**src/rtl/z80_bus_pkg.sv**
```systemverilog
// Shared types and constants for the Z80 sound-side bus sequencer.
// Latency: none (declarations only).
// Backpressure: n/a.
package z80_bus_pkg;

    localparam int DEF_CLK_DIV = 6;
    localparam int ADDR_W      = 16;
    localparam int DATA_W      = 8;

    typedef enum logic [1:0] {
        IDLE,
        REQ,
        HOLD,
        DONE
    } state_t;

endpackage

```
**src/rtl/z80_region_dec.sv**
```systemverilog
// Priority address-region matcher: returns hit flag and the selected wait-state minimum.
// Latency: combinational.
// Backpressure: none; pure decode.
module z80_region_dec
    import z80_bus_pkg::*;
#(
    parameter int NUM_REGIONS = 2,
    parameter int WS_W        = 4
) (
    input  logic [ADDR_W-1:0]             i_addr,
    input  logic [ADDR_W*NUM_REGIONS-1:0] i_base,
    input  logic [ADDR_W*NUM_REGIONS-1:0] i_mask,
    input  logic [WS_W*NUM_REGIONS-1:0]   i_ws,
    output logic                          o_hit,
    output logic [WS_W-1:0]               o_ws
);

    // Scan from the highest index down so the lowest matching region overwrites last and wins.
    always_comb begin
        o_hit = 1'b0;
        o_ws  = '0;
        for (int i = NUM_REGIONS - 1; i >= 0; i--) begin
            if ((i_addr & i_mask[i*ADDR_W +: ADDR_W]) ==
                (i_base[i*ADDR_W +: ADDR_W] & i_mask[i*ADDR_W +: ADDR_W])) begin
                o_hit = 1'b1;
                o_ws  = i_ws[i*WS_W +: WS_W];
            end
        end
    end

endmodule

```
**src/rtl/z80_bus_ctrl.sv**
```systemverilog
// Z80 bus sequencer: CPU clock enables, refresh masking, one req/ack memory transaction per access.
// Latency: start 1 cycle after strobes; MEM_REQ/nWAIT 1 cycle after start; nWAIT release 1 cycle after ACK/count done.
// Backpressure: CPU is stalled via nWAIT until both MEM_ACK and the region's minimum wait count are satisfied.
module z80_bus_ctrl
    import z80_bus_pkg::*;
#(
    parameter int CLK_DIV     = DEF_CLK_DIV,
    parameter int NUM_REGIONS = 2,
    parameter int WS_W        = 4
) (
    input  logic                          CLK_24M,
    input  logic                          nRESET,
    output logic                          CLK_P_EN,
    output logic                          CLK_N_EN,
    input  logic [ADDR_W-1:0]             SDA,
    input  logic                          MREQ_n,
    input  logic                          RFSH_n,
    input  logic                          nRD,
    input  logic                          nWR,
    input  logic [DATA_W-1:0]             SDD_OUT,
    output logic [DATA_W-1:0]             SDD_IN,
    output logic                          nMREQ,
    output logic                          nWAIT,
    input  logic [ADDR_W*NUM_REGIONS-1:0] REGION_BASE,
    input  logic [ADDR_W*NUM_REGIONS-1:0] REGION_MASK,
    input  logic [WS_W*NUM_REGIONS-1:0]   REGION_WS,
    output logic                          MEM_REQ,
    output logic                          MEM_WE,
    output logic [ADDR_W-1:0]             MEM_ADDR,
    output logic [DATA_W-1:0]             MEM_WDATA,
    input  logic                          MEM_ACK,
    input  logic [DATA_W-1:0]             MEM_RDATA
);

    localparam int DW = $clog2(CLK_DIV);

    logic [DW-1:0]     r_div;
    logic              r_p_en;
    logic              r_n_en;
    logic              r_access;
    logic              r_access_d;
    state_t            r_state;
    state_t            w_state_nxt;
    logic [WS_W-1:0]   r_ws;
    logic [WS_W-1:0]   w_ws_nxt;
    logic [WS_W-1:0]   w_ws_dec;
    logic              r_mem_req;
    logic              r_we;
    logic [ADDR_W-1:0] r_addr;
    logic [DATA_W-1:0] r_wdata;
    logic [DATA_W-1:0] r_rdata;
    logic              r_nwait;
    logic              w_access_raw;
    logic              w_start;
    logic              w_hit;
    logic [WS_W-1:0]   w_reg_ws;
    logic [WS_W-1:0]   w_ws_sel;

    // Refresh cycles drive MREQ_n low too; hide them from the memory side.
    assign nMREQ        = MREQ_n | ~RFSH_n;
    assign w_access_raw = ~nMREQ & (~nRD | ~nWR);
    assign w_start      = r_access & ~r_access_d;

    z80_region_dec #(
        .NUM_REGIONS (NUM_REGIONS),
        .WS_W        (WS_W)
    ) u_region_dec (
        .i_addr (SDA),
        .i_base (REGION_BASE),
        .i_mask (REGION_MASK),
        .i_ws   (REGION_WS),
        .o_hit  (w_hit),
        .o_ws   (w_reg_ws)
    );

    assign w_ws_sel = w_hit ? w_reg_ws : '0;

    // Free-running divider; enables are registered so they stay low through reset.
    always_ff @(posedge CLK_24M or negedge nRESET) begin
        if (!nRESET) begin
            r_div  <= '0;
            r_p_en <= 1'b0;
            r_n_en <= 1'b0;
        end else begin
            r_div  <= (r_div == DW'(CLK_DIV - 1)) ? '0 : r_div + DW'(1);
            r_p_en <= (r_div == '0);
            r_n_en <= (r_div == DW'(CLK_DIV / 2));
        end
    end

    // Input register for the access condition and its delayed copy for edge detection.
    always_ff @(posedge CLK_24M or negedge nRESET) begin
        if (!nRESET) begin
            r_access   <= 1'b0;
            r_access_d <= 1'b0;
        end else begin
            r_access   <= w_access_raw;
            r_access_d <= r_access;
        end
    end

    // Next-state and wait-count: the minimum runs down on CLK_P_EN while the memory request is outstanding.
    always_comb begin
        w_state_nxt = r_state;
        w_ws_nxt    = r_ws;
        w_ws_dec    = (r_p_en && (r_ws != '0)) ? r_ws - WS_W'(1) : r_ws;
        case (r_state)
            IDLE: begin
                if (w_start) begin
                    w_state_nxt = REQ;
                    w_ws_nxt    = w_ws_sel;
                end
            end
            REQ: begin
                w_ws_nxt = w_ws_dec;
                if (MEM_ACK) begin
                    w_state_nxt = (w_ws_dec == '0) ? DONE : HOLD;
                end
            end
            HOLD: begin
                w_ws_nxt = w_ws_dec;
                if (w_ws_dec == '0) begin
                    w_state_nxt = DONE;
                end
            end
            DONE: begin
                if (!r_access) begin
                    w_state_nxt = IDLE;
                end
            end
            default: w_state_nxt = IDLE;
        endcase
    end

    // State, count and registered bus outputs; MEM_REQ and nWAIT follow the next state.
    always_ff @(posedge CLK_24M or negedge nRESET) begin
        if (!nRESET) begin
            r_state   <= IDLE;
            r_ws      <= '0;
            r_mem_req <= 1'b0;
            r_nwait   <= 1'b1;
            r_we      <= 1'b0;
            r_addr    <= '0;
            r_wdata   <= '0;
            r_rdata   <= 8'hFF;
        end else begin
            r_state   <= w_state_nxt;
            r_ws      <= w_ws_nxt;
            r_mem_req <= (w_state_nxt == REQ);
            r_nwait   <= !((w_state_nxt == REQ) || (w_state_nxt == HOLD));
            if ((r_state == IDLE) && w_start) begin
                r_addr  <= SDA;
                r_wdata <= SDD_OUT;
                r_we    <= ~nWR;
            end
            if ((r_state == REQ) && MEM_ACK && !r_we) begin
                r_rdata <= MEM_RDATA;
            end
        end
    end

    assign CLK_P_EN  = r_p_en;
    assign CLK_N_EN  = r_n_en;
    assign MEM_REQ   = r_mem_req;
    assign MEM_WE    = r_we;
    assign MEM_ADDR  = r_addr;
    assign MEM_WDATA = r_wdata;
    assign SDD_IN    = r_rdata;
    assign nWAIT     = r_nwait;

endmodule

```
**config.mk**
```make
export PLATFORM = sky130hd
export DESIGN_NAME = z80_bus_ctrl
export DESIGN_NICKNAME = d
export VERILOG_FILES = /design/src/rtl/z80_bus_pkg.sv /design/src/rtl/z80_region_dec.sv /design/src/rtl/z80_bus_ctrl.sv
export SDC_FILE = /design/constraint.sdc
export NUM_CORES = 1
export LEC_CHECK = 0
export CORE_ASPECT_RATIO = 1.2
export CORE_UTILIZATION = 35
export CTS_CLUSTER_DIAMETER = 40
export DETAILED_ROUTE_END_ITERATION = 10
export PLACE_DENSITY = 0.74
export SLEW_MARGIN = 20
export SYNTH_ARGS = -nofsm -noshare
export SYNTH_HDL_FRONTEND = slang
export SYNTH_SLANG_ARGS = --single-unit
```
**constraint.sdc**
```tcl
create_clock -name CLK_24M -period 5.2 [get_ports CLK_24M]
set_clock_uncertainty 0.15 [all_clocks]
set_input_delay 0.52 -clock CLK_24M [delete_from_list [all_inputs] [get_ports CLK_24M]]
set_output_delay 0.52 -clock CLK_24M [all_outputs]
set_load 0.02 [all_outputs]
```
==> impl_metrics.ini, run 1 <==
[sta]
maxSlewViolCount = 0
finalSetupTns_ns = 0
fin_crit_ns = 2.555
tightest_slew_ns = 0.6107
hold_viol_final = 0
max_freq_mhz = 391.4
fin_crit_sh = 0.4914
finalSetupViolations = 0
relSlewSlack = 0.5928
rsz0062_at_grt = no

[worst_setup_path]
worstPathRequired_ns = 5.23
crit_path_top_delay_cell = o21ai_1
ff2ff_path_depth = 7
r2r_start = r_state[0]
cpPeakStageDelay_ns = 0.52
critPathArrivalTime_ns = 2.59
crit_type = reg2reg
worstSetupStartpointType = flop
worstSetupEndpointType = flop
rrSetupSlack_ns = 2.64
r2r-end = r_ws[1]
crit_fanout = 12
crit_chain = inv_1 -> ha_1 -> nand3b_1 -> o21ai_1 -> o21ai_0 -> a31oi_1 -> o22ai_1

[floorplan]
die_h_um = 94.70
io_pins = 149
dieWidth_um = 79.25
core_region_area_um2 = 6895
num_rows = 33
die_area_um2 = 7504
start_util = 0.3635

[detailed_routing]
wl_mm = 6.850
drtIter0Drc = 80
vias_per_cell = 4.831
antenna_left = 0
wl_per_cell_um = 15.02
drc = 0
num_vias = 2203
firstDrtPassIters = 4

[clock_tree]
clk_pin_slew_ns = 0.10
numClockSinks = 48
cts_inserted_buffers = 5
clockBufferDepth = 2
htree_levels = 2
clk_latency_ns = 0.30
clockRootBuffer = clkbuf_8
cts_resized = 0
cts_tree = done
cts_hold_buf = 0
cts_setup_buffers = 0

[place]
io_buffer_count = 148
dpl.hpwl_mm = 5.569
dp_cells = 448
gp_congestion = 0.7935

[yosys]
synth.cell_area_um2 = 2506
synth-seq-cells = 48
syn_inst = 215
synthTopCellsByArea = dfrtp_1, xor2_1, mux2_2, dfstp_2, a22oi_1
synth_cell_types = 40
syn-num-nets = 333
syn_avg_cell_area_um2 = 11.66
yosys.area.top_type_share = 0.3894
yosysSeqAreaShare = 0.4838
yosysWarnings = 0
synth_largest_area_cell = dfrtp_1

[power]
ir_drop_uv = 302.8
power_density_nw_per_um2 = 453.0
finalPower_uw = 1897
power.leakage_uw = 0.001739

[grt]
grt_pass1_wl_mm = 10.74
grt_pass1_vias = 2198
grt_antenna_before_repair = 0
grt_overflow_total = 0
grt_util_all_layers = 0.1893
grt_max_degree = 49

[final_layout]
multiInputGateArea_um2 = 1232
syn_to_final_growth_pct = 67.10
diodes = 0
nNetsFinal = 486
final_util = 0.6073
drive_gt1_frac = 0.1247
stdcell_count = 456
final-seq-area_um2 = 1212
fill_cells = 597

[status]
status = finished clean

[min_path]
hold_path_class = in2async

[run]
maxCapViolCount = 0
logic make-up (layout without fill, tap and decap cells):
group                      after synthesis  after routing  synth area share
muxes                                   32             32            0.1438
and+or+nand+nor                         34             34           0.07838
buffers and inverters                   16            170           0.02446
DFF                                     48             48            0.4838
adders and majority gates                7              7           0.03495
AOI/OAI and AO/OA                       45             45            0.1193
xor gates and xnor gates                33             33            0.1153
synthesized netlist by cell type, drive strengths merged:
| master | instances |
|---|---|
| a211oi | 1 |
| a21o | 1 |
| a21oi | 6 |
| a221oi | 1 |
| a222oi | 1 |
| a22o | 1 |
| a22oi | 12 |
| a31oi | 4 |
| and2 | 1 |
| and3 | 3 |
| and4 | 1 |
| buf | 1 |
| clkbuf | 3 |
| dfrtp | 39 |
| dfstp | 9 |
| ha | 7 |
| inv | 12 |
| mux2 | 32 |
| nand2 | 9 |
| nand2b | 2 |
| nand3 | 1 |
| nand3b | 1 |
| nand4 | 3 |
| nor2 | 4 |
| nor3 | 3 |
| nor3b | 2 |
| o211ai | 2 |
| o21ai | 11 |
| o22ai | 2 |
| o2bb2ai | 1 |
| o32a | 2 |
| or2 | 1 |
| or3 | 1 |
| or3b | 1 |
| or4b | 1 |
| xnor2 | 1 |
| xor2 | 32 |
worst max-delay path, delay by kind of cell (launching register included):
family / cells / cell delay (ns)
flip-flops: 1 / 0.45
AO/OA/AOI/OAI: 4 / 1.00
AND/OR/NAND/NOR: 1 / 0.46
adder cells (fa/ha/maj): 1 / 0.25
buffers and inverters: 1 / 0.11
power breakdown:
| part | switching, uW | internal (uW) | leakage (uW) | total, uW |
|---|---|---|---|---|
| combinational | 469 | 525 | 0.00114 | 995 |
| clock | 131 | 108 | 0.0000434 | 239 |
| sequential | 102 | 562 | 0.000559 | 663 |
| total | 702 | 1190 | 0.00174 | 1900 |
sequential cells by signal, indices dropped and copies added, names as in the netlist:
signal	count
MEM_ADDR	16
MEM_WDATA	8
SDD_IN	8
r_ws	4
r_div	3
r_state	2
CLK_N_EN	1
CLK_P_EN	1
MEM_REQ	1
MEM_WE	1
nWAIT	1
r_access	1
r_access_d	1
worst max-delay path by stage:
stage / start / end / cells after the start
5_1_grt: r_state[0] / r_ws[1] / 7
3_3_place_gp: SDA[6] / r_ws[3] / 7
2_1_floorplan: r_ws[0] / nWAIT / 9
3_5_place_dp: SDA[6] / r_ws[2] / 7
6_report: r_state[0] / r_ws[1] / 7
4_1_cts: r_state[0] / r_ws[1] / 7
through the flow:
stage | instance area, um2 | hold slack [ns] | setup slack, ns
after floorplan | 2506 | 0.07441 | 2.938
after global placement | 4090 | 0.2441 | 2.575
after detailed placement | 4090 | 0.2481 | 2.514
after CTS | 4188 | 0.1684 | 2.667
after global routing | 4188 | 0.2023 | 2.362
final | 4188 | 0.1527 | 2.645
cells in the final DEF (no fill, tap or decap), types with 3 or more instances in the layout:
master,netlist,final
ha_1,7,7
nor2_1,4,4
a22oi_1,12,12
nand4_1,3,3
a31oi_1,4,4
dfstp_2,9,9
o21ai_0,10,10
xor2_1,32,32
nand2_1,9,9
mux2_2,24,24
a21oi_1,6,6
and3_1,3,3
clkdlybuf4s50_1,0,147
mux2_1,8,8
dfrtp_1,39,39
clkbuf_8,0,6
inv_1,12,12
layout make-up:
cell class / count / share of cell area
inverters: 12 / 0.01076
well taps: 87 / 0.02599
clock buffers: 6 / 0.01972
flip-flops and latches: 48 / 0.2895
repair buffers: 150 / 0.3561
multi-input cells: 151 / 0.2943
clock inverters: 2 / 0.003585
per-layer routing:
metal / routed length, um / up-vias / share of wire / track usage
met5: 0 / - / 0 / 0
met4: 78 / 0 / 0.011 / 0.06061
met1: 2718 / 1050 / 0.40 / 0.2246
li1: - / 1076 / - / -
met2: 3730 / 71 / 0.54 / 0.3391
met3: 323 / 6 / 0.047 / 0.03961
No activity file was read; power rests on OpenSTA's default activity.
==> run 2, diff against run 1 <==
==> constraint.sdc (replaced) <==
create_clock -name CLK_24M -period 2.6 [get_ports CLK_24M]
set_clock_uncertainty 0.15 [all_clocks]
set_input_delay 0.26 -clock CLK_24M [delete_from_list [all_inputs] [get_ports CLK_24M]]
set_output_delay 0.26 -clock CLK_24M [all_outputs]
set_load 0.02 [all_outputs]
==> impl_metrics.ini, run 2 (synthesis gave the netlist of run 1 again) <==
[power]
p_int_uw = 2476
pwr-share-clk = 0.138
p_seq_frac = 0.340
power.leakage_uw = 0.001769
power_density_nw_per_um2 = 913.5
switching_power_uw = 1392
p_comb_frac = 0.523
ir_drop_uv = 500.6
swShare = 0.3600

[min_path]
holdPathEnd = CLK_P_EN
hold_path_class = reg2reg
min_from = r_div[1]
min_path_cells = 1

[grt]
grt_max_degree = 21
grt_util_all_layers = 0.1931
grt_overflow_total = 0
grt_pass1_wl_mm = 10.93
grt_pass1_vias = 2251
grt_antenna_before_repair = 0

[clock_tree]
cts_resized = 0
clockRootBuffer = clkbuf_8
clk_pin_slew_ns = 0.09
clockBufferDepth = 2
clk_latency_ns = 0.30
htree_levels = 2
cts_tree = done
numClockSinks = 48
cts_inserted_buffers = 5

[sta]
rsz0062_at_grt = no
fin_ws_ns = 0.1771
hold_viol_final = 0
max_freq_mhz = 412.7
fin_crit_ns = 2.423
relSlewSlack = 0.6233
fin_crit_sh = 0.9319
finalSetupTns_ns = 0
maxSlewViolCount = 0
finalSetupViolations = 0
tightest_slew_ns = 0.5612
holdWs_ns = 0.2942

[final_layout]
final-seq-area_um2 = 1212
syn_to_final_growth_pct = 68.95
largest_reg_flops = 16
layout_common_cells = clkdlybuf4s50_1, dfrtp_1, xor2_1
drive_gt1_frac = 0.1287
nNetsFinal = 490
multiInputGateArea_um2 = 1232
final_util = 0.6140
layout_commonest_cell = clkdlybuf4s50_1
fill_cells = 601
diodes = 0

[floorplan]
io_pins = 149
dieWidth_um = 79.25
start_util = 0.3635
die_h_um = 94.70
core_region_area_um2 = 6895
die_area_um2 = 7504
num_rows = 33

[worst_setup_path]
worstPathRequired_ns = 2.68
r2r_start = r_ws[1]
ff2ff_path_depth = 9
rrSetupSlack_ns = 0.18
worstSetupStartpointType = flop
worstSetupEndpointType = flop
crit_type = reg2reg
crit_fanout = 6
critPathArrivalTime_ns = 2.50
r2r-end = nWAIT

[place]
dp_slack_ns = 0.1963
gp_congestion = 0.8883
io_buffer_count = 148
dpl.hpwl_mm = 5.789

[detailed_routing]
antenna_left = 0
num_vias = 2227
wl_per_cell_um = 15.01
firstDrtPassIters = 4
vias_per_cell = 4.841
wl_mm = 6.903
drtIter0Drc = 88
drc = 0

[run]
maxCapViolCount = 0

[status]
status = finished clean
[run 2: changes by cell type in the layout (fill, tap and decap cells not counted), sizes merged]
| cell | delta |
|---|---|
| clkinv | +2 |
| bufinv | +1 |
| dlygate4sd3 | +1 |
| clkinvlp | -2 |
| clkbuf | -1 |
| buf | +3 |
[run 2: cell type report]
type                            instances  share of cell area
Timing Repair Buffer                  154              0.3599
Multi-Input combinational cell        151              0.2911
Sequential cell                        48              0.2863
Tap cell                               87             0.02571
Clock buffer                            5             0.01625
Inverter                               12             0.01064
Clock inverter                          3             0.01005
[run 2: metal layers]
metal | vias to the layer above | GRT usage | wire length [um]
met5 | - | 0 | 0
met4 | 0 | 0.04545 | 41
met3 | 2 | 0.04251 | 352
met2 | 75 | 0.3384 | 3768
met1 | 1066 | 0.2406 | 2740
li1 | 1084 | - | -
[run 2: worst max-delay path by stage]
stage,start,endpoint,slack [ns],cells after the start
CTS,r_ws[1],nWAIT,0.19,9
global placement,SDA[6],r_ws[3],0.21,7
floorplan,r_ws[0],nWAIT,0.34,9
finish,r_ws[1],nWAIT,0.18,9
detailed placement,r_ws[1],nWAIT,0.20,9
global route,r_ws[1],nWAIT,0.03,9
[run 2: stage by stage]
stage                     cells  area [um2]  power [uW]
after global routing        460        4234        4124
after detailed placement    451        4113        3366
after global placement      451        4113        3322
after floorplan             215        2506        2390
after CTS                   460        4234        3915
final                       460        4234        3868
[run 2: worst max-delay path: stages, from the launching register on]
cell	delay, ns
dfrtp_1	0.44
inv_1	0.09
ha_1	0.19
or3b_1	0.39
a211oi_1	0.26
a21oi_1	0.08
nor3_2	0.21
a31oi_1	0.12
o211ai_1	0.19
ha_1	0.25
[run 2: power by group through the flow]
| stage | Clock [uW] | Sequential, uW | Combinational (uW) |
|---|---|---|---|
| floorplan | 0 | 1660 | 727 |
| global route | 580 | 1360 | 2180 |
| global placement | 0 | 1310 | 2010 |
| finish | 532 | 1310 | 2020 |
| CTS | 550 | 1320 | 2050 |
| detailed placement | 0 | 1330 | 2040 |
[run 2: repair_timing]
action | CTS | global route
setup buffers | 0 | 0
endpoints found under the hold margin | 18 | 0
setup endpoints to repair | 0 | 0
hold buffers | 1 | 0
==> run 3, diff against run 2 <==
--- a/config.mk
+++ b/config.mk
@@ -5,11 +5,13 @@
 export SDC_FILE = /design/constraint.sdc
 export NUM_CORES = 1
 export LEC_CHECK = 0
+export CELL_PAD_IN_SITES_DETAIL_PLACEMENT = 1
+export CELL_PAD_IN_SITES_GLOBAL_PLACEMENT = 1
 export CORE_ASPECT_RATIO = 1.2
-export CORE_UTILIZATION = 35
+export CORE_UTILIZATION = 28
 export CTS_CLUSTER_DIAMETER = 40
 export DETAILED_ROUTE_END_ITERATION = 10
-export PLACE_DENSITY = 0.74
+export PLACE_DENSITY = 0.79
 export SLEW_MARGIN = 20
 export SYNTH_ARGS = -nofsm -noshare
 export SYNTH_HDL_FRONTEND = slang
==> impl_metrics.ini, run 3 (synthesis gave the netlist of run 1 again) <==
[worst_setup_path]
critPathTopFamily = compound AO/OA/AOI/OAI gates
cpPeakStageDelay_ns = 0.44
crit_path_top_delay_cell = dfrtp_1
crit_type = reg2reg
crit_chain = inv_1 -> ha_1 -> or3b_1 -> a211oi_1 -> a21oi_1 -> nor3_2 -> a31oi_1 -> o211ai_1 -> ha_1
crit_top_cell = ha_1
path_buf_inv = 1
critPathArrivalTime_ns = 2.51
worstSetupStartpointType = flop
crit_fanout = 6
worstPathRequired_ns = 2.68
worstSetupEndpointType = flop

[grt]
grt_pass1_vias = 2517
grt_antenna_before_repair = 0
grt_util_all_layers = 0.1768
grt_max_degree = 33
grt_pass1_wl_mm = 12.48
grt_overflow_total = 0

[power]
p_int_uw = 2479
p_comb_frac = 0.526
pwr-share-clk = 0.135
power_density_nw_per_um2 = 912.7
power.leakage_uw = 0.001778
p_seq_frac = 0.339
switching_power_uw = 1431
ir_drop_uv = 547.4
swShare = 0.3660

[sta]
finalSetupViolations = 0
tightest_slew_ns = 0.7205
rsz0062_at_grt = no
hold_viol_final = 0
fin_crit_sh = 0.9342
finalSetupTns_ns = 0
maxSlewViolCount = 0
max_freq_mhz = 411.7
relSlewSlack = 0.5197
fin_crit_ns = 2.429

[final_layout]
nNetsFinal = 491
multiInputGateArea_um2 = 1232
final-seq-area_um2 = 1212
syn_to_final_growth_pct = 70.94
stdcell_count = 491
largest_reg_flops = 16
fill_cells = 970
diodes = 0
drive_gt1_frac = 0.1337
layout_commonest_cell = clkdlybuf4s50_1
layout_common_cells = clkdlybuf4s50_1, dfrtp_1, xor2_1
final_util = 0.4975

[min_path]
hold_path_class = reg2reg

[floorplan]
num_rows = 37
dieWidth_um = 88.37
start_util = 0.2910
core_region_area_um2 = 8611
die_h_um = 105.6
die_area_um2 = 9334
io_pins = 149

[place]
dpl.hpwl_mm = 6.563
gp_congestion = 0.7967
io_buffer_count = 148
dp_cells = 482

[detailed_routing]
wl_per_cell_um = 15.89
drc = 0
vias_per_cell = 4.648
num_vias = 2282
drtIter0Drc = 29
antenna_left = 0
firstDrtPassIters = 4
wl_mm = 7.804

[clock_tree]
cts_resized = 0
cts_inserted_buffers = 5
htree_levels = 2
clk_latency_ns = 0.29
clockRootBuffer = clkbuf_8
numClockSinks = 48
cts_tree = done
clockBufferDepth = 2
clk_pin_slew_ns = 0.09

[run]
maxCapViolCount = 0

[status]
status = finished clean
[run 3: cell types whose count changed in the layout (fill, tap and decap cells not counted)]
cell       previous run  this run
bufinv_16             1         0
clkbuf_8              5         6
buf_4                 5         6
clkbuf_16             0         1
clkinv_1              1         0
[run 3: worst reg2reg max path: stages, from the launching register on]
cell      delay, ns
dfrtp_1        0.44
inv_1          0.08
ha_1           0.18
or3b_1         0.40
a211oi_1       0.25
a21oi_1        0.08
nor3_2         0.22
a31oi_1        0.13
o211ai_1       0.19
ha_1           0.25
[run 3: final timing paths]
check                          from            to  slack [ns]  cells past startpoint
max                         r_ws[1]         nWAIT        0.17                      9
min                        r_access    r_access_d        0.28                      0
max reg2reg                 r_ws[1]         nWAIT        0.17                      9
min reg2reg                r_access    r_access_d        0.28                      0
max in group asynchronous    nRESET     SDD_IN[1]        1.22                      3
min in group asynchronous    nRESET  MEM_WDATA[2]        0.39                      2
[run 3: power groups by stage]
stage	clock network, uW	logic [uW]	registers (uW)
after floorplan	0	727	1660
after global placement	0	2030	1320
after detailed placement	0	2070	1340
after CTS	559	2080	1330
after global routing	592	2210	1380
final	526	2060	1330
[run 3: stage by stage]
step | power, uW | instance area (um2) | setup WS (ns) | hold WS, ns
6_report | 3910 | 4284 | 0.1711 | 0.2784
4_1_cts | 3974 | 4284 | 0.1689 | 0.2772
5_1_grt | 4183 | 4284 | 0.09596 | 0.2969
3_5_place_dp | 3416 | 4158 | 0.1853 | 0.2052
2_1_floorplan | 2390 | 2506 | 0.3379 | -0.1856
3_3_place_gp | 3351 | 4158 | 0.2592 | 0.1998
[run 3: per-layer routing]
metal	global-route usage	part of all wire	up-vias
li1	-	-	1088
met1	0.1964	0.37	1112
met2	0.3253	0.56	74
met3	0.04933	0.053	8
met4	0.04147	0.012	0
met5	0	0	-
[run 3: what timing repair did]
| item | 4_1_cts | 5_1_grt |
|---|---|---|
| setup buffers | 0 | 0 |
| hold buffers | 1 | 0 |
| endpoints found under the setup margin | 0 | 0 |
| hold endpoints to repair | 27 | 0 |
[run 3: cell type report]
| type | count | share of cell area |
|---|---|---|
| clock buffers | 7 | 0.02512 |
| inverters | 12 | 0.01051 |
| well taps | 117 | 0.03417 |
| clock inverters | 1 | 0.002044 |
| repair buffers | 155 | 0.3575 |
| multi-input cells | 151 | 0.2877 |
| flip-flops and latches | 48 | 0.2830 |
